--- src/rtl/core_lsu_ctrl.sv ---
// Load/store unit controller: runs one req/gnt/rvalid memory transaction at a time,
// generates byte enables and lane-replicated store data, and right-aligns load data.
module core_lsu_ctrl #(
    parameter int DATA_WIDTH = 32
) (
    input  logic                  clk_i,
    input  logic                  rstn_i,
    input  logic                  lsu_req_i,
    input  logic                  lsu_we_i,
    input  logic [1:0]            lsu_size_i,
    input  logic [DATA_WIDTH-1:0] lsu_addr_i,
    input  logic [DATA_WIDTH-1:0] lsu_wdata_i,
    output logic                  lsu_stall_o,
    output logic                  lsu_rvalid_o,
    output logic [DATA_WIDTH-1:0] lsu_rdata_o,
    output logic                  lsu_misaligned_o,
    output logic                  data_req_o,
    input  logic                  data_gnt_i,
    output logic [DATA_WIDTH-1:0] data_addr_o,
    output logic                  data_we_o,
    output logic [3:0]            data_be_o,
    output logic [DATA_WIDTH-1:0] data_wdata_o,
    input  logic                  data_rvalid_i,
    input  logic [DATA_WIDTH-1:0] data_rdata_i
);

    typedef enum logic [1:0] {
        IDLE,
        WAIT_GNT,
        WAIT_RVALID,
        DONE
    } state_t;

    state_t      state_q, state_d;
    logic [1:0]  offset_q;
    logic        misaligned;
    logic        accept;
    logic [3:0]  be_d;
    logic [DATA_WIDTH-1:0] wdata_d;

    always_comb begin
        misaligned = 1'b0;
        be_d       = 4'b1111;
        wdata_d    = lsu_wdata_i;
        case (lsu_size_i)
            2'b00: begin
                be_d    = 4'b0001 << lsu_addr_i[1:0];
                wdata_d = {4{lsu_wdata_i[7:0]}};
            end
            2'b01: begin
                misaligned = lsu_addr_i[0];
                be_d       = 4'b0011 << {lsu_addr_i[1], 1'b0};
                wdata_d    = {2{lsu_wdata_i[15:0]}};
            end
            2'b10:   misaligned = (lsu_addr_i[1:0] != 2'b00);
            default: misaligned = 1'b1;
        endcase
    end

    // A request arriving in DONE still belongs to the completing instruction.
    assign accept           = (state_q == IDLE) && lsu_req_i && !misaligned;
    assign lsu_misaligned_o = (state_q == IDLE) && lsu_req_i && misaligned;
    assign lsu_stall_o      = accept || (state_q == WAIT_GNT) || (state_q == WAIT_RVALID);

    // NOTE: sequential state uses non-blocking assignments so every register
    // samples the pre-edge values regardless of block ordering.
    always_ff @(posedge clk_i or negedge rstn_i) begin
        if (!rstn_i) state_q <= IDLE;
        else         state_q <= state_d;
    end

    // NOTE: state_d is defaulted first so no path through the case infers a latch.
    always_comb begin
        state_d = state_q;
        case (state_q)
            IDLE:        if (accept)        state_d = WAIT_GNT;
            WAIT_GNT:    if (data_gnt_i)    state_d = WAIT_RVALID;
            WAIT_RVALID: if (data_rvalid_i) state_d = DONE;
            DONE:                           state_d = IDLE;
            default:                        state_d = IDLE;
        endcase
    end

    always_ff @(posedge clk_i or negedge rstn_i) begin
        if (!rstn_i) begin
            data_req_o   <= 1'b0;
            data_addr_o  <= '0;
            data_we_o    <= 1'b0;
            data_be_o    <= 4'b0000;
            data_wdata_o <= '0;
            offset_q     <= 2'b00;
            lsu_rvalid_o <= 1'b0;
            lsu_rdata_o  <= '0;
        end else begin
            lsu_rvalid_o <= 1'b0;
            if (accept) begin
                data_req_o   <= 1'b1;
                data_addr_o  <= {lsu_addr_i[DATA_WIDTH-1:2], 2'b00};
                data_we_o    <= lsu_we_i;
                data_be_o    <= be_d;
                data_wdata_o <= wdata_d;
                offset_q     <= lsu_addr_i[1:0];
            end
            if (state_q == WAIT_GNT && data_gnt_i) begin
                data_req_o <= 1'b0;
            end
            // Stores complete through rvalid too but leave the last load result intact.
            if (state_q == WAIT_RVALID && data_rvalid_i) begin
                lsu_rvalid_o <= 1'b1;
                if (!data_we_o) begin
                    lsu_rdata_o <= data_rdata_i >> {offset_q, 3'b000};
                end
            end
        end
    end

endmodule

--- config.mk ---
export PLATFORM = sky130hd
export DESIGN_NAME = core_lsu_ctrl
export DESIGN_NICKNAME = d
export VERILOG_FILES = /design/src/rtl/core_lsu_ctrl.sv
export SDC_FILE = /design/constraint.sdc
export NUM_CORES = 1
export LEC_CHECK = 0
export ABC_AREA = 1
export BUFFER_PORTS_ARGS = -buffer_cell sky130_fd_sc_hd__buf_2
export CAP_MARGIN = 15
export CORE_MARGIN = 2
export CORE_UTILIZATION = 45
export CTS_BUF_LIST = sky130_fd_sc_hd__clkbuf_4
export DETAILED_ROUTE_END_ITERATION = 10
export GPL_ROUTABILITY_DRIVEN = 0
export PLACE_DENSITY_LB_ADDON = 0.12
export SLEW_MARGIN = 10
export SYNTH_ARGS = -nofsm -noshare
export SYNTH_HDL_FRONTEND = slang
export SYNTH_SLANG_ARGS = --single-unit
--- constraint.sdc ---
create_clock -name clk_i -period 3.15 [get_ports clk_i]
set_clock_uncertainty 0.15 [all_clocks]
set_input_delay 0.63 -clock clk_i [delete_from_list [all_inputs] [get_ports clk_i]]
set_output_delay 0.63 -clock clk_i [all_outputs]
set_load 0.005 [all_outputs]
* After elaboration in Yosys (flattened, before gate mapping) *
Index checks and enable logic that the tools add are counted.

cells by class
  eq/ne operators = 8
  shift-type cells = 3
  multiplexer cells = 10
  bitwise gates (word level) = 1
  reductions and logical operators = 14

operator list
  cell                                                 count
  case mux 32 bit (2 select lines)                     1
  >> shifter 32 x 5 -> 32 bit                          1
  case mux 2 bit (4 select lines)                      1
  case mux 4 bit (2 select lines)                      1
  equality test 2 bit, second input constant           3
  two-way mux 2 bit                                    3
  inequality test 2 bit, second input constant         3
  logical AND 1 bit                                    5
  equality test 2 x 1 -> 1 bit, second input constant  2
  logical NOT 2 bit                                    2
  nonzero test 2 bit                                   2
  << shifter 1 x 2 -> 4 bit, first input constant      1
  << shifter 2 x 2 -> 4 bit, first input constant      1
  two-way mux 1 bit                                    3
  case mux 1 bit (3 select lines)                      1
  AND reduction 3 bit                                  1
  logical OR 1 bit                                     2
  AND reduction 2 bit                                  1
  logical NOT 1 bit                                    1
  NOT 1 bit                                            1

storage, ports and cells
  register bits = 105
  output and inout bits = 105
  word-level logic and storage cells = 45

* Depth between registers and ports, before layout *
  word-level depth = 6
  gate-level depth with buffers = 10

* Worst setup path after synthesis *
Ideal clock, no wire load.

  path kind = input-to-output
  from = in lsu_addr_i[1]
  to = out lsu_stall_o
  arrival = 1196 ps
  path slack = 1174 ps
  stages on the path = 4
  buffers on the path = 1
  path through = o21ai_2 -> nand3_4 -> buf_2 -> nand3_1

on the way
  word-level cells in the longest chain between the ends = 6

RTL lines
  element                          RTL line  source
  start: declaration               11        input logic [DATA_WIDTH-1:0] lsu_addr_i,
  nonzero test 2 bit               55        2'b10: misaligned = (lsu_addr_i[1:0] != 2'b00);
  case mux 1 bit (3 select lines)  45        case (lsu_size_i)
  logical NOT 1 bit                61        assign accept = (state_q == IDLE) && lsu_req_i && !misaligned;
  logical AND 1 bit                61
  logical OR 1 bit (2 in a row)    63        assign lsu_stall_o = accept || (state_q == WAIT_GNT) || (state_q == WAIT_RVALID);
  end: declaration                 13        output logic lsu_stall_o,

No other way between the ends.

* Worst setup path after layout *
  from = reg state_q[0]
  to = out lsu_stall_o

on the way
  word-level cells in the longest chain between the ends = 5

RTL lines
  element                         RTL line  source
  start: declaration              34        state_t state_q, state_d;
  start signal: assignment        69        else state_q <= state_d;
  logical NOT 2 bit               61
  logical AND 1 bit (2 in a row)  61
  logical OR 1 bit                63
  logical OR 1 bit *              63

Mark *: on every way between the ends. The rest lies on a longest branch, timed or not.

==> reports/summary.txt <==
H-tree depth -> 3
Num rows -> 37
Post-synthesis register bit count -> 105
Peak VDD IR -> 0.000453 V
Initial DRC Count -> 351
Most used cell, CP -> inv_1
Root buffer cell -> clkbuf_4
Crit Reg-Reg Endpoint -> data_wdata_o[0]$_DFFE_PN0P_
Area share of the largest cell type after synthesis -> 55.0%
Largest net degree at the start of global routing -> 60
Vias -> 4624
M3 GR Usage -> 4.68%
Initial antenna violation count -> 0
Worst EP arrival -> 1950 ps
Status -> complete, no violations
Post-route ant nets -> 0
WS Path Type -> flip-flop to output pin
Worst EP required -> 2370 ps
Synthesis Warnings -> 0
Layout Nets -> 896
Reg2reg start -> state_q[0]$_DFFE_PN0P_
GR Util met2 -> 38.1%
Async set or reset register ratio after synthesis -> 100%
Die area -> 11500 µm²
Reg2Reg Setup Slack -> 790 ps
Crit path cell chain -> inv_1 -> ha_1 -> nand2_1 -> inv_1 -> nand3_4 -> nand3_1 -> buf_2
Clock transition at the registers of the reported paths -> 150 ps
Die H -> 107 µm
Post-synthesis cell type count -> 23
Largest cells by area after synthesis -> dfrtp_1 (55%), nand2_1 (25%), nand3_1 (3.4%)
Layout area overhead -> 25.9%
DR vias/cell -> 4.98
Worst Hold Class -> primary input to async pin
Worst Path Max Fanout -> 33
Cts hold-fix bufs -> 0
Layout cells sized above 1 -> 29.5%
Top_reg_cell synth -> dfrtp_1
CP Launch Point -> state_q[0]$_DFFE_PN0P_
Most common cell after layout, fill and taps aside -> nand2_1
Drt total wl -> 13.6 mm
CTS resizes -> 0
Worst path max stage delay -> 440 ps
Global-route wire length before repair -> 21.8 mm
Final instance area -> 6020 µm²
Slew headroom -> 45.8%
RSZ-0062 raised after global routing -> no
Max-Cap Viols -> 0
Vias in the first global route -> 4545
Cells after synthesis -> 602
Clock sinks -> 105
Port bufs -> 206
Min Hold Slack -> 29.0 ps
Final hold viol count -> 0
Setup violators final -> 0
Final cell count without fillers -> 929
Grt ovf -> 0
Layer with the highest usage -> met2
Final worst-path cycle share -> 86.7%
Grt met1 use -> 32.0%
Cts bufs inserted -> 9
Core Util, Final -> 58.3%
Startpoint Class -> flip-flop
Mapped Area -> 4780 µm²
Placed Area -> 5870 µm²
Worst reg-to-reg path cell count -> 8
Initial Util -> 46.3%
Tmin final -> 2730 ps
Syn avg cell area -> 7.94 µm²
PwrDens -> 876 nW/µm²
F_max -> 0.366 GHz
# DRC -> 0
Placed Cells -> 914
Worst-margin pin slew -> 812 ps
Core footprint -> 10300 µm²
Leakage Power -> 3.48 nW
Max-slew violation count -> 0
CTS tree -> built
Number of synthesized flops with an enable pin -> 0
CP endpoint kind -> output pin
Most frequent cells in the layout -> nand2_1 (318), buf_2 (205), dfrtp_1 (105)
Post-CTS setup buffers -> 0
IO Pins -> 209
Die Width -> 107 µm
First-pass DRT Iterations -> 5
Drt wl/cell -> 14.6 µm
Gr usage total -> 24.2%
Final setup TNS -> 0 ps
Sequential cell area fraction in the yosys report -> 55.0%
Antenna Cells -> 0
Slowest cell on crit path -> dfrtp_1
Synth area leader -> dfrtp_1
Worst skew pair latency -> 450 ps
Clk buf depth -> 2
Dpl hpwl -> 9.81 mm
Fill cells -> 977
## sequential cells by signal, summed over array words and instances, names as in the netlist
name and count:
offset_q 2, data_be_o 4, data_wdata_o 32, data_req_o 1
lsu_rdata_o 32, data_addr_o 30, state_q 2, data_we_o 1
lsu_rvalid_o 1
## report_power, final
group	internal, W	switching (W)	leakage, nW
registers	0.00198	0.000375	1.32
clock network	0.000314	0.000438	0.0754
logic	0.000942	0.00123	2.09
## synthesized netlist by cell type (2+ instances only)
library cell,n
o21ai_1,3
nor2_1,7
clkbuf_1,13
inv_2,3
o21ai_2,2
o22a_1,7
inv_1,12
ha_1,3
nor2_2,2
buf_4,2
nand3_1,32
o211ai_1,10
buf_2,21
nand2_1,318
dfrtp_1,105
o21ai_0,32
a21oi_1,24
## worst max-delay path: cells and delay by family, from the launching register on
| kind | cells | cell delay (ps) |
|---|---|---|
| simple gates | 3 | 550 |
| flops | 1 | 440 |
| buf+inv | 3 | 320 |
| fa+ha+maj | 1 | 180 |
## final cells by class
type                            count  area (µm²)  area share, %
Clock buffer                        9        67.6           1.12
Clock inverter                      6        83.8           1.39
Inverter                           15        56.3          0.935
Multi-Input combinational cell    447        1930           32.1
Sequential cell                   105        2630           43.6
Tap cell                          136         170           2.83
Timing Repair Buffer              211        1080           18.0
## cell families (layout without fill, tap and decap cells)
logic type | after synthesis | after routing | synth area share, %
AND/OR/NAND/NOR | 361 | 361 | 29.6
flip-flops | 105 | 105 | 55.0
buffers and inverters | 51 | 241 | 4.71
adder cells (fa/ha/maj) | 3 | 3 | 0.785
other | 1 | 2 | 0.0785
AO/OA/AOI/OAI | 81 | 81 | 9.82
## layer usage
| metal | routed length (µm) | up-vias |
|---|---|---|
| li1 | - | 2280 |
| met1 | 5790 | 2124 |
| met2 | 6360 | 186 |
| met3 | 964 | 34 |
| met4 | 448 | 0 |
| met5 | 0 | - |
## metrics by stage
stage          setup WS [ps]  total power [W]
2_1_floorplan           1170          0.00352
3_3_place_gp             444          0.00450
3_5_place_dp             410          0.00457
4_1_cts                  379          0.00533
5_1_grt                  194          0.00573
6_report                 420          0.00528
## how the worst max path moves through the flow
stage	end	depth (start not counted)
after detailed placement	data_wdata_o[0]$_DFFE_PN0P_	6
final	lsu_stall_o	7
after global routing	lsu_stall_o	7
after floorplan	lsu_stall_o	4
after CTS	lsu_stall_o	7
after global placement	offset_q[1]$_DFFE_PN0P_	6
No activity file was read; power rests on OpenSTA's default activity.
